[src/rtl/if_stage_pkg.sv]
// Shared MIPS fetch-stage definitions: datapath defaults, opcodes shared with the decoder,
// and the next-PC source encoding.
package if_stage_pkg;

  localparam int unsigned      DEF_DATA_W    = 32;
  localparam logic [31:0]      DEF_RESET_PC  = 32'h0000_0000;
  localparam logic [31:0]      DEF_NOP_INSTR = 32'h0000_0000;  // sll $0,$0,0

  localparam logic [5:0] OP_J   = 6'h02;
  localparam logic [5:0] OP_JAL = 6'h03;
  localparam logic [5:0] OP_BEQ = 6'h04;
  localparam logic [5:0] OP_BNE = 6'h05;

  typedef enum logic [1:0] {
    NpcSeq,
    NpcHold,
    NpcBranch,
    NpcJump
  } npc_sel_e;

endpackage

[src/rtl/if_stage_if.sv]
// Fetch-stage bus: hazard/redirect controls from ID, ROM read path, and the IF/ID outputs.
interface if_stage_if #(
  parameter int unsigned DATA_W = 32
);
  logic              stall;
  logic              flush;
  logic              branch_taken;
  logic [15:0]       branch_imm;
  logic              jump;
  logic [25:0]       jump_index;
  logic [DATA_W-1:0] address;
  logic [DATA_W-1:0] i_out;
  logic [DATA_W-1:0] pc;
  logic [DATA_W-1:0] if_id_instr;
  logic [DATA_W-1:0] if_id_pc4;
  logic              if_id_valid;

  modport master (
    output stall, flush, branch_taken, branch_imm, jump, jump_index, i_out,
    input  address, pc, if_id_instr, if_id_pc4, if_id_valid
  );

  modport slave (
    input  stall, flush, branch_taken, branch_imm, jump, jump_index, i_out,
    output address, pc, if_id_instr, if_id_pc4, if_id_valid
  );
endinterface

[src/rtl/if_stage_pc_reg.sv]
// Program counter register with synchronous reset to RESET_PC and a load enable.
module if_stage_pc_reg #(
  parameter int unsigned       DATA_W   = 32,
  parameter logic [DATA_W-1:0] RESET_PC = '0
) (
  input  logic              clk,
  input  logic              rst,
  input  logic              i_en,
  input  logic [DATA_W-1:0] i_d,
  output logic [DATA_W-1:0] o_q
);

  logic [DATA_W-1:0] r_pc;

  always_ff @(posedge clk) begin
    if (rst) begin
      r_pc <= RESET_PC;
    end else if (i_en) begin
      r_pc <= i_d;
    end
  end

  assign o_q = r_pc;

endmodule

[src/rtl/if_stage.sv]
// MIPS instruction-fetch stage: PC, next-PC selection (jump > branch > stall > PC+4)
// and the IF/ID pipeline register with bubble insertion on flush or redirect.
module if_stage
  import if_stage_pkg::*;
#(
  parameter int unsigned       DATA_W    = DEF_DATA_W,
  parameter logic [DATA_W-1:0] RESET_PC  = DEF_RESET_PC,
  parameter logic [DATA_W-1:0] NOP_INSTR = DEF_NOP_INSTR
) (
  input logic         clk,
  input logic         rst,
  if_stage_if.slave   bus
);

  logic [DATA_W-1:0] w_pc;
  logic [DATA_W-1:0] w_pc4;
  logic [DATA_W-1:0] w_br_tgt;
  logic [DATA_W-1:0] w_j_tgt;
  logic [DATA_W-1:0] w_next_pc;
  logic              w_jump;
  logic              w_branch;
  logic              w_redirect;
  logic              w_pc_en;
  npc_sel_e          w_npc_sel;

  logic [DATA_W-1:0] r_instr;
  logic [DATA_W-1:0] r_pc4;
  logic              r_valid;

  // Redirects from a bubble in ID are stale and must be ignored.
  assign w_jump     = bus.jump & r_valid;
  assign w_branch   = bus.branch_taken & r_valid;
  assign w_redirect = w_jump | w_branch;
  assign w_pc_en    = ~bus.stall | w_redirect;

  assign w_pc4    = w_pc + DATA_W'(4);
  assign w_br_tgt = r_pc4 + {{(DATA_W-18){bus.branch_imm[15]}}, bus.branch_imm, 2'b00};
  assign w_j_tgt  = {r_pc4[DATA_W-1:28], bus.jump_index, 2'b00};

  always_comb begin
    w_npc_sel = NpcSeq;
    if (w_jump) begin
      w_npc_sel = NpcJump;
    end else if (w_branch) begin
      w_npc_sel = NpcBranch;
    end else if (bus.stall) begin
      w_npc_sel = NpcHold;
    end
  end

  always_comb begin
    w_next_pc = w_pc4;
    unique case (w_npc_sel)
      NpcJump:   w_next_pc = w_j_tgt;
      NpcBranch: w_next_pc = w_br_tgt;
      NpcHold:   w_next_pc = w_pc;
      default:   w_next_pc = w_pc4;
    endcase
  end

  if_stage_pc_reg #(
    .DATA_W   (DATA_W),
    .RESET_PC (RESET_PC)
  ) u_pc_reg (
    .clk  (clk),
    .rst  (rst),
    .i_en (w_pc_en),
    .i_d  (w_next_pc),
    .o_q  (w_pc)
  );

  // No delay slot: the wrong-path fetch is squashed on any redirect.
  always_ff @(posedge clk) begin
    if (rst) begin
      r_instr <= NOP_INSTR;
      r_pc4   <= '0;
      r_valid <= 1'b0;
    end else if (bus.flush | w_redirect) begin
      r_instr <= NOP_INSTR;
      r_pc4   <= '0;
      r_valid <= 1'b0;
    end else if (!bus.stall) begin
      r_instr <= bus.i_out;
      r_pc4   <= w_pc4;
      r_valid <= 1'b1;
    end
  end

  assign bus.address     = {2'b00, w_pc[DATA_W-1:2]};
  assign bus.pc          = w_pc;
  assign bus.if_id_instr = r_instr;
  assign bus.if_id_pc4   = r_pc4;
  assign bus.if_id_valid = r_valid;

endmodule

[src/flat_wrapper.sv]
// flat-port wrapper written by rule: the top's interface ports become plain ports
module if_stage_flat import if_stage_pkg::*;
#(
  parameter int unsigned       DATA_W    = DEF_DATA_W,
  parameter logic [DATA_W-1:0] RESET_PC  = DEF_RESET_PC,
  parameter logic [DATA_W-1:0] NOP_INSTR = DEF_NOP_INSTR
)
  (clk, rst, bus_stall, bus_flush, bus_branch_taken, bus_branch_imm, bus_jump, bus_jump_index, bus_i_out, bus_address, bus_pc, bus_if_id_instr, bus_if_id_pc4, bus_if_id_valid);
  if_stage_if #(.DATA_W(DATA_W)) bus_i ();
  input logic clk;
  input logic rst;
  input wire logic [$bits(bus_i.stall)-1:0] bus_stall;
  input wire logic [$bits(bus_i.flush)-1:0] bus_flush;
  input wire logic [$bits(bus_i.branch_taken)-1:0] bus_branch_taken;
  input wire logic [$bits(bus_i.branch_imm)-1:0] bus_branch_imm;
  input wire logic [$bits(bus_i.jump)-1:0] bus_jump;
  input wire logic [$bits(bus_i.jump_index)-1:0] bus_jump_index;
  input wire logic [$bits(bus_i.i_out)-1:0] bus_i_out;
  output wire logic [$bits(bus_i.address)-1:0] bus_address;
  output wire logic [$bits(bus_i.pc)-1:0] bus_pc;
  output wire logic [$bits(bus_i.if_id_instr)-1:0] bus_if_id_instr;
  output wire logic [$bits(bus_i.if_id_pc4)-1:0] bus_if_id_pc4;
  output wire logic [$bits(bus_i.if_id_valid)-1:0] bus_if_id_valid;
  assign bus_i.stall = bus_stall;
  assign bus_i.flush = bus_flush;
  assign bus_i.branch_taken = bus_branch_taken;
  assign bus_i.branch_imm = bus_branch_imm;
  assign bus_i.jump = bus_jump;
  assign bus_i.jump_index = bus_jump_index;
  assign bus_i.i_out = bus_i_out;
  assign bus_address = bus_i.address;
  assign bus_pc = bus_i.pc;
  assign bus_if_id_instr = bus_i.if_id_instr;
  assign bus_if_id_pc4 = bus_i.if_id_pc4;
  assign bus_if_id_valid = bus_i.if_id_valid;
  if_stage #(.DATA_W(DATA_W), .RESET_PC(RESET_PC), .NOP_INSTR(NOP_INSTR)) u_core (.clk(clk), .rst(rst), .bus(bus_i));
endmodule
[config.mk]
export PLATFORM = sky130hd
export DESIGN_NAME = if_stage_flat
export DESIGN_NICKNAME = d
export VERILOG_FILES = /design/src/rtl/if_stage_pkg.sv /design/src/rtl/if_stage_if.sv /design/src/rtl/if_stage_pc_reg.sv /design/src/rtl/if_stage.sv /design/src/flat_wrapper.sv
export SDC_FILE = /design/constraint.sdc
export NUM_CORES = 1
export LEC_CHECK = 0
export BUFFER_PORTS_ARGS = -buffer_cell sky130_fd_sc_hd__buf_2
export CORE_ASPECT_RATIO = 0.8
export CORE_MARGIN = 5
export CORE_UTILIZATION = 37
export DETAILED_ROUTE_END_ITERATION = 10
export SYNTH_ARGS = -nofsm -noshare
export SYNTH_HDL_FRONTEND = slang
export SYNTH_SLANG_ARGS = --single-unit
export TNS_END_PERCENT = 50
[constraint.sdc]
create_clock -name clk -period 2.38 [get_ports clk]
set_input_delay 0.238 -clock clk [delete_from_list [all_inputs] [get_ports clk]]
set_output_delay 0.238 -clock clk [all_outputs]
set_load 0.01 [all_outputs]
After elaboration in Yosys (flattened, before gate mapping)
Cells that the tools add are included.

storage, ports and cells
  output and inout port bits = 129
  flip-flop bits (word level) = 97
  logic and storage cells = 22
  bits of input ports = 80

cells by class
  reduce and logical (&&, ||, !) cells = 2
  add/subtract/negate cells = 2
  multiplexer cells = 4
  bitwise operators = 7
  equal/unequal tests = 3

operator list
  operator               number
  $pmux 32 s3            1
  $add 32x3->32 const B  1
  $add 32x32->32         1
  $eq 2x2->1 const B     2
  $mux 2                 2
  $or 1x1->1             3
  $and 1x1->1            2
  $eq 2x1->1 const B     1
  $not 1->1              2
  $reduce_and 2->1       1
  $reduce_or 2->1        1
  $mux 1                 1

Depth between registers and ports, before layout
  word-level depth = 6
  mapped depth = 10
  mapped depth without buffers = 10

Cells and area by module
Synthesis repeated with hierarchy kept, for this count alone.

second synthesis, totals
  cells, all modules = 830
  area, all modules = 6651.4 um2

by module, submodules not included
  module           instances  area an instance (um2)  cells each
  if_stage         1          5487.8                  727
  if_stage_pc_reg  1          1163.6                  103

Least setup slack after synthesis
No wires, ideal clock.

  path kind = reg2reg
  start = register u_core.r_pc4[2], in the netlist u_core.bus.if_id_pc4[2]
  end = register u_core.u_pc_reg.r_pc[30], in the netlist u_core.u_pc_reg.o_q[30]
  required time = 2249 ps
  arrival time = 2451 ps
  setup time = 131 ps
  cell stages (with the launch flop) = 11
  path slack = -203 ps
  cells stage by stage = dfxtp_1 -> ha_1 -> fa_1 -> a21oi_1 -> o22ai_2 -> o21ai_0 -> o21bai_1 -> a31oi_1 -> o21ai_1 -> a2111oi_0 -> nor3_1

between the ends
  cells in the longest elaborated chain, start to end = 2

RTL lines
  element                 line                   RTL
  from (decl)             if_stage.sv:27         logic [DATA_W-1:0] r_pc4;
  from (signal assigned)  if_stage.sv:84         r_pc4 <= w_pc4;
  $add 32x32->32          if_stage.sv:37         assign w_br_tgt = r_pc4 + {{(DATA_W-18){bus.branch_imm[15]}}, bus.branch_imm, 2'b00};
  $pmux 32 s3             if_stage.sv:53         unique case (w_npc_sel)
  to (signal assigned)    if_stage_pc_reg.sv:19  r_pc <= i_d;
  to (decl)               if_stage_pc_reg.sv:13  logic [DATA_W-1:0] r_pc;

No other way between the ends.
A chain may end at the register's enable or synchronous reset.

Final worst setup path
  start = register u_core.r_pc4[2], in the netlist u_core.bus.if_id_pc4[2]
  end = register u_core.u_pc_reg.r_pc[24], in the netlist u_core.u_pc_reg.o_q[24]

Same word-level chain as after synthesis.

==> run metrics <==
status=finished clean; Placer Congestion=0.9003; root buf cell=clkbuf_16; HP Start=bus_i_out[27]; CTS buffer count=9; Setup TNS=0 ps; FF/Latch Area=0.001947 mm²; clk_lat worst skew=360 ps; gr usage total=21.11%; Least-Margin Pin Slew=618.2 ps; Port Buffers=206; share of the synthesized area in the top cell type=30.73%; # rows=42; DR WL met3=1.786 mm; hold_buf cts=0; wire per inst=17.15 µm; Critical Path End Type=flop; peak supply drop=0.0004154 V; share of layout cells above drive strength 1=35.58%; Mapped Area=0.006319 mm²; Die ar.=0.01981 mm²; RSZ-0062 raised after global routing=yes; area of the multi-input gates=0.004145 mm²; Critical Path Source Type=flop; vias post-DR=6562; hpwl dp=16.23 mm; metal2 WL=9.312 mm; worst r2r src=u_core.bus.if_id_pc4[2]; Die Ht=126.9 µm; Syn-to-layout area delta=34.53%; cell with the most instances after synthesis=nor2_1; initial drt markers=426; post-layout min period=2318 ps; Tightest Hold Check Type=in2reg; R2R cell count=10; Die Wd=156.1 µm; Hold WS=98.39 ps; filler cell count=1660; initial core utilization=37.93%; max cap viols=0; CTS Buffer Depth=2; Detail Route Antenna Nets=0; WP data arrival=2600 ps; CTS Sinks=97; cell count after synthesis=803; Critical Path RT=2660 ps; Met1 Wirelength=10.22 mm; Yosys cell types=61; WL final=21.63 mm; core box area=0.01666 mm²; count of state elements after synthesis=97; Min-Delay Path Depth=3; Pleak=4.058 nW; initial antenna violation count=1; Crit Reg-Reg Endpoint=u_core.u_pc_reg.o_q[24]; hold endpoint=u_core.bus.if_id_instr[27]; Max Used Layer=met4; f_max=0.4315 GHz; main area contributors after synthesis=dfxtp_1 31%, nor2_1 8.2%, a21oi_1 6.6%; via-per-instance ratio=5.204; EDFF count, synth=0; remaining global-route overflow=0; TritonCTS clock tree=yes; # H-tree levels=3; ys flop type=dfxtp_1; yosys warns=0; endpoints failing setup=0; Clock Skews=7.103 ps; Seq/Total Area, Yosys=30.73%; Pwr per Cell Area=494.4 mW/mm²; Clock transition at path regs=80 ps; count of pins over their slew limit=0; leading area contributor after synthesis=dfxtp_1; final period utilization=97.38%; Worst Path Max Fanout=3; Final nets=1146; pin count of the biggest net entering global routing=35; first-pass iteration count of the detailed router=5; Worst slew margin=58.61%; IO Pins=209; syn_area_per_cell=7.869 µm²; final hold vios=0; global-route wire length before repair=33.41 mm; flop-to-flop setup slack=60 ps; vias in the first global route=6258; Final Power=4.203 mW; WS Path Type=reg2reg; DR DRC count=0; asr flop ratio synth=0%; Post-synth top cells=138 x nor2_1, 97 x dfxtp_1, 83 x a21oi_1
-- area by class of cell --
cell class                      count  area share (%)
Timing Repair Buffer              299           20.56
Multi-Input combinational cell    616           48.76
Antenna cell                        1         0.02944
Clock inverter                      7           1.325
Sequential cell                    97           22.90
Inverter                           12          0.5299
Tap cell                          220           3.238
Clock buffer                        9           2.649
-- cells by family (layout without fill, tap and decap cells) --
family | count (synthesis) | count (layout) | share of synthesized area (%)
buf+inv | 91 | 327 | 8.000
other cells | 1 | 3 | 0.05935
fa+ha+maj | 31 | 31 | 6.257
flops | 97 | 97 | 30.73
simple gates | 279 | 279 | 20.73
compound gates | 215 | 215 | 21.17
xor+xnor | 53 | 53 | 7.347
mux | 36 | 36 | 5.703
-- worst max-delay path, cell delays in order, from the launching register on --
cell and delay [ps]:
dfxtp_2 340, ha_4 160, fa_2 360, a21oi_2 180, o22ai_2 120, o21ai_2 220, a211oi_2 130, o221ai_1 170
o211ai_1 150, xnor2_1 180, a221oi_2 240
-- power by group --
| part | internal (mW) | leakage (nW) | switching (mW) |
|---|---|---|---|
| sequential | 1.68 | 0.790 | 0.0602 |
| clock | 0.860 | 0.162 | 0.761 |
| combinational | 0.372 | 3.11 | 0.467 |
-- repair_timing --
action,in CTS,in global routing
pin swaps,12,25
endpoints found under the setup margin,10,15
setup buffers,1,3
resized for setup,11,34
gates cloned,0,0
-- sequential cells by signal, indices dropped and copies added, names as in the netlist --
register / flops
u_core.bus.if_id_instr: 32
u_core.bus.if_id_pc4: 32
u_core.u_pc_reg.o_q: 32
u_core.bus.if_id_valid: 1
-- layer usage --
layer  global-route usage, %  vias to the layer above
li1                        -                     3289
met3                   6.163                       20
met1                   29.41                     3012
met5                       0                        -
met4                   5.306                        0
met2                   32.13                      241
-- placed cells by master, fill, tap and decap left out, types with 6 or more instances in the layout --
master,count
mux2i_1,36
dfxtp_1,93
ha_1,23
o21bai_1,6
a31oi_1,7
nand3_1,18
nand2_1,53
o221ai_1,11
a21o_1,16
a21oi_1,78
buf_2,205
o21ai_0,30
buf_4,92
xor2_1,25
o22ai_1,8
inv_1,12
and3_1,8
xnor2_1,27
nand4_1,8
ha_4,7
nor2_1,137
nor3_1,14
o21ai_1,6
clkbuf_16,9
-- metrics by stage --
step	std cells	setup WS (ps)	util, %	area [µm²]
CTS	1257	-43.88	49.59	8262
global placement	1240	-192.4	47.23	7868
floorplan	804	24.49	-	6332
finish	1261	62.42	51.03	8501
global route	1261	-65.30	51.03	8501
detailed placement	1240	-213.5	47.23	7868
-- how the worst max path moves through the flow --
stage,start,to
finish,u_core.bus.if_id_pc4[2],u_core.u_pc_reg.o_q[24]
global route,u_core.u_pc_reg.o_q[3],u_core.u_pc_reg.o_q[30]
CTS,u_core.bus.if_id_pc4[2],u_core.u_pc_reg.o_q[30]
detailed placement,bus_branch_imm[0],u_core.u_pc_reg.o_q[30]
global placement,bus_branch_imm[0],u_core.u_pc_reg.o_q[30]
floorplan,u_core.bus.if_id_pc4[2],u_core.u_pc_reg.o_q[30]
No activity file was read; power rests on OpenSTA's default activity.
